`config.mk`:
```
export PLATFORM = sky130hd
export DESIGN_NAME = uart_dma_loader
export DESIGN_NICKNAME = d
export VERILOG_FILES = /design/src/rtl/loader_pkg.sv /design/src/rtl/byte_packer.sv /design/src/rtl/uart_dma_loader.sv
export SDC_FILE = /design/constraint.sdc
export NUM_CORES = 1
export LEC_CHECK = 0
export CAP_MARGIN = 25
export CELL_PAD_IN_SITES_DETAIL_PLACEMENT = 1
export CELL_PAD_IN_SITES_GLOBAL_PLACEMENT = 2
export CORE_MARGIN = 2
export CORE_UTILIZATION = 39
export CTS_BUF_LIST = sky130_fd_sc_hd__clkbuf_16
export CTS_CLUSTER_SIZE = 25
export DETAILED_ROUTE_END_ITERATION = 7
export DONT_BUFFER_PORTS = 1
export GPL_TIMING_DRIVEN = 0
export PLACE_DENSITY = 0.8
export SYNTH_ARGS = -nofsm -noshare
export SYNTH_HDL_FRONTEND = slang
export SYNTH_SLANG_ARGS = --single-unit
```
`constraint.sdc`:
```
create_clock -name i_clk -period 3.2 [get_ports i_clk]
set_input_delay 0.64 -clock i_clk [delete_from_list [all_inputs] [get_ports i_clk]]
set_output_delay 0.64 -clock i_clk [all_outputs]
set_load 0.02 [all_outputs]
```
`src/rtl/loader_pkg.sv`:
```
// Shared types and constants for the UART-driven DMA image loader.
package loader_pkg;

  typedef enum logic [2:0] {
    StIdle,
    StHdr,
    StData,
    StWrite,
    StAck
  } state_e;

  localparam logic [7:0]  MagicDefault = 8'hA5;
  localparam int unsigned HdrLen       = 6;
  localparam logic [3:0]  ByteEnAll    = 4'b1111;

endpackage

```
`src/rtl/byte_packer.sv`:
```
// Little-endian 4-byte word assembler with a running mod-256 checksum.
module byte_packer (
  input  logic        clk_i,
  input  logic        rst_ni,
  input  logic        clear_frame_i,
  input  logic        clear_word_i,
  input  logic        push_i,
  input  logic [7:0]  byte_i,
  output logic [31:0] word_o,
  output logic [2:0]  count_o,
  output logic        full_o,
  output logic [7:0]  checksum_o
);

  logic [31:0] word_q, word_d;
  logic [2:0]  cnt_q, cnt_d;
  logic [7:0]  sum_q, sum_d;

  always_comb begin
    word_d = word_q;
    cnt_d  = cnt_q;
    sum_d  = sum_q;
    if (clear_frame_i) begin
      word_d = '0;
      cnt_d  = '0;
      sum_d  = '0;
    end else if (clear_word_i) begin
      word_d = '0;
      cnt_d  = '0;
    end else if (push_i && (cnt_q != 3'd4)) begin
      // First byte received ends up in bits [7:0] once four bytes are in.
      word_d = {byte_i, word_q[31:8]};
      cnt_d  = cnt_q + 3'd1;
      sum_d  = sum_q + byte_i;
    end
  end

  always_ff @(posedge clk_i or negedge rst_ni) begin
    if (!rst_ni) begin
      word_q <= '0;
      cnt_q  <= '0;
      sum_q  <= '0;
    end else begin
      word_q <= word_d;
      cnt_q  <= cnt_d;
      sum_q  <= sum_d;
    end
  end

  assign word_o     = word_q;
  assign count_o    = cnt_q;
  assign full_o     = (cnt_q == 3'd4);
  assign checksum_o = sum_q;

endmodule

```
`src/rtl/uart_dma_loader.sv`:
```
// Receives a framed image over the UART byte stream, writes it word by word through
// the DMA port and answers with a one-byte payload checksum.
module uart_dma_loader
  import loader_pkg::*;
#(
  parameter int unsigned XLEN           = 32,
  parameter int unsigned TIMEOUT_CYCLES = 1_000_000,
  parameter logic [7:0]  MAGIC          = MagicDefault
) (
  input  logic            i_clk,
  input  logic            i_rst_n,
  input  logic            i_enable,
  input  logic [7:0]      i_rx_data,
  input  logic            i_rx_valid,
  output logic            o_rx_ready,
  output logic [7:0]      o_tx_data,
  output logic            o_tx_valid,
  input  logic            i_tx_ready,
  output logic            o_req_dma,
  input  logic            i_gnt_dma,
  output logic [XLEN-1:0] o_dma_addr,
  output logic            o_dma_write,
  output logic            o_dma_read,
  output logic [3:0]      o_dma_size,
  output logic [XLEN-1:0] o_dma_din,
  input  logic [XLEN-1:0] i_dma_dout,
  output logic            o_busy,
  output logic            o_done,
  output logic            o_error
);

  localparam int unsigned TmoW = (TIMEOUT_CYCLES > 2) ? $clog2(TIMEOUT_CYCLES) : 1;

  state_e            state_q, state_d;
  logic [2:0]        hdr_cnt_q, hdr_cnt_d;
  logic [XLEN-1:0]   addr_q, addr_d;
  logic [15:0]       rem_q, rem_d;
  logic [TmoW-1:0]   tmo_q, tmo_d;

  logic              rx_fire;
  logic              tmo_hit;
  logic              clear_frame, clear_word, push;
  logic [31:0]       pk_word;
  logic [2:0]        pk_count;
  logic              pk_full;
  logic [7:0]        pk_sum;
  logic              unused_sigs;

  byte_packer u_packer (
    .clk_i         (i_clk),
    .rst_ni        (i_rst_n),
    .clear_frame_i (clear_frame),
    .clear_word_i  (clear_word),
    .push_i        (push),
    .byte_i        (i_rx_data),
    .word_o        (pk_word),
    .count_o       (pk_count),
    .full_o        (pk_full),
    .checksum_o    (pk_sum)
  );

  assign rx_fire = i_rx_valid && o_rx_ready;
  assign tmo_hit = (tmo_q == TmoW'(TIMEOUT_CYCLES - 1));

  always_comb begin
    state_d     = state_q;
    hdr_cnt_d   = hdr_cnt_q;
    addr_d      = addr_q;
    rem_d       = rem_q;
    tmo_d       = tmo_q;
    o_rx_ready  = 1'b0;
    o_tx_valid  = 1'b0;
    o_req_dma   = 1'b0;
    o_dma_write = 1'b0;
    o_dma_size  = 4'b0000;
    o_done      = 1'b0;
    o_error     = 1'b0;
    clear_frame = 1'b0;
    clear_word  = 1'b0;
    push        = 1'b0;

    unique case (state_q)
      StIdle: begin
        o_rx_ready = i_enable;
        if (rx_fire && (i_rx_data == MAGIC)) begin
          state_d     = StHdr;
          hdr_cnt_d   = '0;
          tmo_d       = '0;
          clear_frame = 1'b1;
        end
      end
      StHdr: begin
        o_rx_ready = 1'b1;
        if (rx_fire) begin
          tmo_d     = '0;
          hdr_cnt_d = hdr_cnt_q + 3'd1;
          if (hdr_cnt_q < 3'd4) begin
            addr_d = {i_rx_data, addr_q[XLEN-1:8]};
            if (hdr_cnt_q == 3'd3) addr_d[1:0] = 2'b00;
          end else begin
            rem_d = {i_rx_data, rem_q[15:8]};
          end
          if (hdr_cnt_q == 3'(HdrLen - 1)) begin
            state_d = ({i_rx_data, rem_q[15:8]} == 16'h0000) ? StAck : StData;
          end
        end else if (tmo_hit) begin
          o_error = 1'b1;
          state_d = StIdle;
        end else begin
          tmo_d = tmo_q + TmoW'(1);
        end
      end
      StData: begin
        o_rx_ready = 1'b1;
        if (rx_fire) begin
          tmo_d = '0;
          push  = 1'b1;
          if (pk_count == 3'd3) state_d = StWrite;
        end else if (tmo_hit) begin
          o_error    = 1'b1;
          clear_word = 1'b1;
          state_d    = StIdle;
        end else begin
          tmo_d = tmo_q + TmoW'(1);
        end
      end
      StWrite: begin
        o_req_dma   = 1'b1;
        o_dma_write = 1'b1;
        o_dma_size  = ByteEnAll;
        if (i_gnt_dma) begin
          clear_word = 1'b1;
          addr_d     = addr_q + XLEN'(4);
          rem_d      = rem_q - 16'd1;
          tmo_d      = '0;
          state_d    = (rem_q == 16'd1) ? StAck : StData;
        end
      end
      StAck: begin
        o_tx_valid = 1'b1;
        if (i_tx_ready) begin
          o_done  = 1'b1;
          state_d = StIdle;
        end
      end
      default: state_d = StIdle;
    endcase
  end

  always_ff @(posedge i_clk or negedge i_rst_n) begin
    if (!i_rst_n) begin
      state_q   <= StIdle;
      hdr_cnt_q <= '0;
      addr_q    <= '0;
      rem_q     <= '0;
      tmo_q     <= '0;
    end else begin
      state_q   <= state_d;
      hdr_cnt_q <= hdr_cnt_d;
      addr_q    <= addr_d;
      rem_q     <= rem_d;
      tmo_q     <= tmo_d;
    end
  end

  assign o_tx_data   = (state_q == StAck) ? pk_sum : 8'h00;
  assign o_dma_addr  = addr_q;
  assign o_dma_din   = XLEN'(pk_word);
  assign o_dma_read  = 1'b0;
  assign o_busy      = (state_q != StIdle);
  assign unused_sigs = ^{i_dma_dout, pk_full};

endmodule

```
# After elaboration in Yosys (flattened, before gate mapping)
# Cells that the tools add are included.
# totals
word_cells,107
input_bits,46
reg_bits,117
output_inout_bits,84
# op_classes
n_mux,53
n_reduce_logical,18
n_lt_le_gt_ge,1
add_sub_neg,6
eq_ne,21
# op_table
op,n
32-bit two-way mux,6
20-bit two-way mux,4
32-bit one-hot mux with 2 select lines,1
20-bit one-hot mux with 3 select lines,1
16-bit two-way mux,3
3-bit two-way mux,15
32-bit by 3-bit adder with 32-bit output (second input constant),1
8-bit two-way mux,4
16-bit one-hot mux with 2 select lines,1
20-bit by 1-bit adder with 20-bit output (second input constant),1
20-bit equality test (second input constant),1
16-bit by 1-bit equality test with 1-bit output (second input constant),1
16-bit logical NOT,1
16-bit by 1-bit subtractor with 16-bit output (second input constant),1
3-bit one-hot mux with 5 select lines,1
2-bit != test (second input constant),7
3-bit by 2-bit equality test with 1-bit output (second input constant),4
1-bit two-way mux,12
3-bit != test (second input constant),4
4-bit AND reduction,3
3-bit nonzero test,3
8-bit adder,1
8-bit equality test (second input constant),1
3-bit by 1-bit adder with 3-bit output (second input constant),2
14 further kinds,20

# Logic depth before layout (Yosys ltp)
# Gate-level depths: netlist of run 1.
# depth
word_depth,10
mapped_depth,10
mapped_depth_nobuf,8

# Cells and area by module
# Synthesis of run 1 repeated with hierarchy kept, for this count alone.
# hier_totals
cells_unflattened,827
area_unflattened_um2,6924.1
# by_module_without_submodules
module,area_per_inst_um2,cells_each,instances
uart_dma_loader,4852.2,597,1
byte_packer,2072.0,230,1

# Worst setup path after synthesis of run 1
# OpenSTA, ideal clock, no wires.
# synth_path
path_kind,input to register
startpoint,in i_rx_valid
endpoint,reg tmo_q[15]
required_ns,3.060
path_buffers,3
setup_slack_ns,0.542
arrival_time_ns,2.518
cell_stages,8
setup_time_ns,0.140
cell_sequence,clkbuf_1 -> or4b_1 -> buf_2 -> o31ai_4 -> o211ai_4 -> buf_6 -> o311ai_0 -> o41ai_1
# synth_between
elab_chain_cells,4
word_cells_on_any_way,7
classes_between,2 x eq/ne; 2 x mux; 3 x reduce/logical
# synth_rtl
element,line,rtl
start: declaration,uart_dma_loader.sv:14,"input logic i_rx_valid,"
1-bit logical AND *,uart_dma_loader.sv:62,assign rx_fire = i_rx_valid && o_rx_ready;
1-bit logical AND,uart_dma_loader.sv:85,if (rx_fire && (i_rx_data == MAGIC)) begin
2-bit != test (no source line),n/a,
4-bit AND reduction (no source line),n/a,
end signal: assignment,uart_dma_loader.sv:162,tmo_q <= tmo_d;
end: declaration,uart_dma_loader.sv:38,"logic [TmoW-1:0] tmo_q, tmo_d;"
# Every way passes the cells marked *; elsewhere a longest branch is shown, timed or not.
# A chain may end at the register's enable or synchronous reset.

# Final worst setup path of run 1
# layout_path
startpoint,reg state_q[2]
endpoint,"reg u_packer.word_q[12], in the netlist u_packer.word_o[12]"
# layout_between
elab_chain_cells,8
word_cells_on_any_way,18
classes_between,3 x eq/ne; 9 x mux; 6 x reduce/logical
# layout_rtl
element,line,rtl
start: declaration,uart_dma_loader.sv:34,"state_e state_q, state_d;"
start signal: assignment,uart_dma_loader.sv:152,state_q <= StIdle;
start signal: assignment,uart_dma_loader.sv:158,state_q <= state_d;
3-bit by 2-bit equality test with 1-bit output / 3-bit by 1-bit equality test with 1-bit output (equally long branches),uart_dma_loader.sv:82,unique case (state_q)
2-bit OR reduction (no source line),n/a,
1-bit one-hot mux with 2 select lines *,uart_dma_loader.sv:82,
named net o_rx_ready,uart_dma_loader.sv:15,"output logic o_rx_ready,"
1-bit logical AND *,uart_dma_loader.sv:62,
1-bit two-way mux / 1-bit logical AND (equally long branches),"uart_dma_loader.sv:115, uart_dma_loader.sv:85",
1-bit one-hot mux with 2 select lines (tied with other cells),uart_dma_loader.sv:82,
32-bit two-way mux (tied with other cells),byte_packer.sv:27,end else if (clear_word_i) begin
32-bit two-way mux / 3-bit nonzero test (equally long branches),n/a,
end signal: assignment,byte_packer.sv:44,word_q <= word_d;
end: declaration,byte_packer.sv:15,"logic [31:0] word_q, word_d;"
# The timed path passes the listed nets; every way through them passes the cells marked *.

==> flow_summary.ini, run 1 <==
[run_status]
run_status = complete, but fails checks
violated_checks = hold timing

[clock_tree]
cts_tree = yes
clkLatencyLatePin_ps = 430
cts_buffers = 17
clk_root_buffer_cell = clkbuf_16
cts_sinks = 117
htree_num_levels = 4
post_cts.repair.setup_buffers = 0
clkSlewWorstSetupHoldPaths_ps = 70
cts_max_path_buffers = 2

[timing]
final.setup_skew_ps = 12.4
grt_setup_unrepaired = false
final_critical_path_setup_slack_ps = 246
timing.final.crit_share_pct = 92.3
slew_violations = 0
finalHoldWorstSlack_ps = -96.7
max_freq_ghz = 0.339
fin_crit_ps = 2950
report.final.hold_viol_count = 117
maxSlewHeadroom_pct = 32.1
worstMarginPinSlew_ps = 1010
finalSetupViolCount = 0

[power]
power.share.combinational_pct = 38.3
netSwitchingFraction_pct = 48.0
power.share.clock_pct = 23.3
max-vdd-ir-drop_mv = 0.432
total_leakage_power_nw = 3.13
net-switching-power_mw = 3.88
power_density_mw_per_mm2 = 1080
internal_power_mw = 4.19
sequential_cell_fraction_of_total_power_pct = 38.4

[yosys]
yosysTopAreaCellShare_pct = 44.2
synth_seq_cells = 117
yosys_warnings = 0
synthesis.area_sq_mm = 0.00663
yosys.area.top_type = dfrtp_1
syn_inst = 739
leading_cell_type_by_number_of_instances_after_synthesis = dfrtp_1
synth_cell_type_count = 70
ys_top_cells_by_count = dfrtp_1, a21oi_1, nand2_1
postSynthNetCount = 803
post_synthesis_mean_instance_area_sq_um = 8.96
synth-seq-area-share_pct = 44.2
dominantRegCellSynth = dfrtp_1
asr_flop_ratio_synth_pct = 100
netlist_top_cells_area = dfrtp_1, a21oi_1, a22o_1
synth_enable_flop_cells = 0

[grt]
global_route.overflow_total = 0
maximum_number_of_pins_on_one_net_before_global_route_repair = 118
via_count_of_the_first_global_routing_pass = 6490
grt_first_pass_wirelength_um = 36700
antenna_found_initial = 0
overall_routing_resource_usage_pct = 26.0

[critical_path]
setup.reg_to_reg.worst_slack_ps = 250
critical_path.reg2reg.endpoint = u_packer.word_o[12]
r2r_cells = 7
timing.setup.critical_path_class = reg -> reg
crit-reg2reg-launch = state_q[2]
worstSetupStartpointType = flop
critical_path.max_fanout = 10
arrival_ps = 3270
worstPathRequired_ps = 3520
cp_capture_type = flop

[route]
drt_first_pass_iters = 5
route.detailed.wl_per_inst_um = 22.8
drt_iter0_markers = 347
dr_total_vias = 6151
wl_um = 22600
drt_drc_violations_left = 0
ant_nets = 0
viasPerCell = 6.20

[final_layout]
flow.area_growth_from_synthesis_pct = 13.3
seqCellArea_sq_mm = 0.00293
finalNetCount = 823
postLayoutCellArea_sq_mm = 0.00751
post_route_cells_drive_above_1_share_pct = 8.03
fillCellCount = 1941
stdcell_count = 992
multi_input_comb_area_sq_mm = 0.00337
diodes = 0

[placement]
placed_area_sq_mm = 0.00692
preCtsSetupSlack_ps = -2.94
place.gp.congestion = 0.869
dp.cells = 961
place_hpwl_um = 16100
buffer_ports.inserted = 0

[die]
die_h_um = 134
initial_core_util_pct = 40.0
core_area_sq_mm = 0.0166
dieWidth_um = 134
dieArea_sq_mm = 0.0180
rows = 47
io-pin-count = 130

[run]
max_cap_violations = 0

[worst_hold_path]
timing.hold.worst.class = in -> async
flip-flops by register name, summed over array words and instances, names as in the netlist:
| name | count |
|---|---|
| o_dma_addr | 32 |
| u_packer.word_o | 32 |
| tmo_q | 20 |
| rem_q | 16 |
| u_packer.checksum_o | 8 |
| hdr_cnt_q | 3 |
| state_q | 3 |
| u_packer.count_o | 3 |
cells by family after synthesis:
kind of cell    Yosys count  synth area share, %
xor+xnor                  6                0.793
other cells               1               0.0566
mux                       4                0.642
compound gates          254                 25.4
simple gates            262                 20.4
buf+inv                  77                 5.02
fa+ha+maj                18                 3.51
flops                   117                 44.2
per-layer routing:
metal  GRT usage (%)  up-vias  wire (um)
li1                -     2800          -
met1            33.4     3143       9730
met2            42.1      163      10800
met3            7.03       45       1380
met4            9.24        0        650
met5               0        -          0
worst max-delay path by stage:
stage | start | to | slack [ps] | cells past startpoint
finish | state_q[2] | u_packer.word_o[12] | 250 | 7
global route | state_q[2] | u_packer.word_o[12] | 60 | 7
CTS | state_q[0] | o_dma_size[1] | 120 | 7
detailed placement | i_rx_valid | u_packer.word_o[17] | -3 | 8
global placement | state_q[0] | o_dma_size[0] | -290 | 7
floorplan | i_rx_valid | tmo_q[15] | 540 | 8
cells in the final DEF (no fill, tap or decap), drive strengths merged, types with 12 or more instances in the layout:
cell	count
a21oi	77
a22o	43
a31oi	12
and3	19
buf	15
clkbuf	56
dfrtp	117
ha	17
inv	34
nand2	71
nand3	29
nor2	45
nor3	20
o21ai	53
o22ai	14
or3	12
worst max-delay path, stage by stage (launching register included):
cell      delay [ps]
dfrtp_1          420
clkbuf_1         250
nor3_1           870
a41oi_2          440
inv_1            220
a211oi_4          90
clkbuf_1         280
a22o_1           250
power groups by stage:
stage          sequential (mW)  clock [mW]  combinational, mW
2_1_floorplan             2.86           0               2.26
3_3_place_gp              3.08           0               2.91
3_5_place_dp              3.12           0               3.07
4_1_cts                   3.09        1.91               3.09
5_1_grt                   3.19        1.98               3.47
6_report                  3.10        1.88               3.09
through the flow:
step / total power [mW] / utilization (%) / setup TNS (ps)
floorplan: 5.12 / - / 0
finish: 8.07 / 45.3 / 0
global placement: 5.99 / 41.6 / -1430
global route: 8.64 / 45.3 / 0
detailed placement: 6.18 / 41.7 / -2.94
CTS: 8.09 / 45.2 / 0
timing repair:
action,in CTS,in global routing
gates resized for setup,2,6
endpoints found under the setup margin,6,35
endpoints found under the hold margin,117,117
cell type report:
type	instances	area share, %
clock buffers	17	5.67
multi-input cells	545	44.9
flip-flops and latches	117	39.0
repair buffers	2	0.267
well taps	220	3.67
inverters	24	1.25
plain buffers	52	3.23
clock inverters	15	1.98
Power figures use the tool's default switching activity.
==> inputs of run 2 (changes only) <==
--- a/config.mk
+++ b/config.mk
@@ -19,3 +19,4 @@
 export SYNTH_ARGS = -nofsm -noshare
 export SYNTH_HDL_FRONTEND = slang
 export SYNTH_SLANG_ARGS = --single-unit
+export TNS_END_PERCENT = 50
==> results of run 2 <==
Final layout, timing and power as in run 1 (identical DEF).
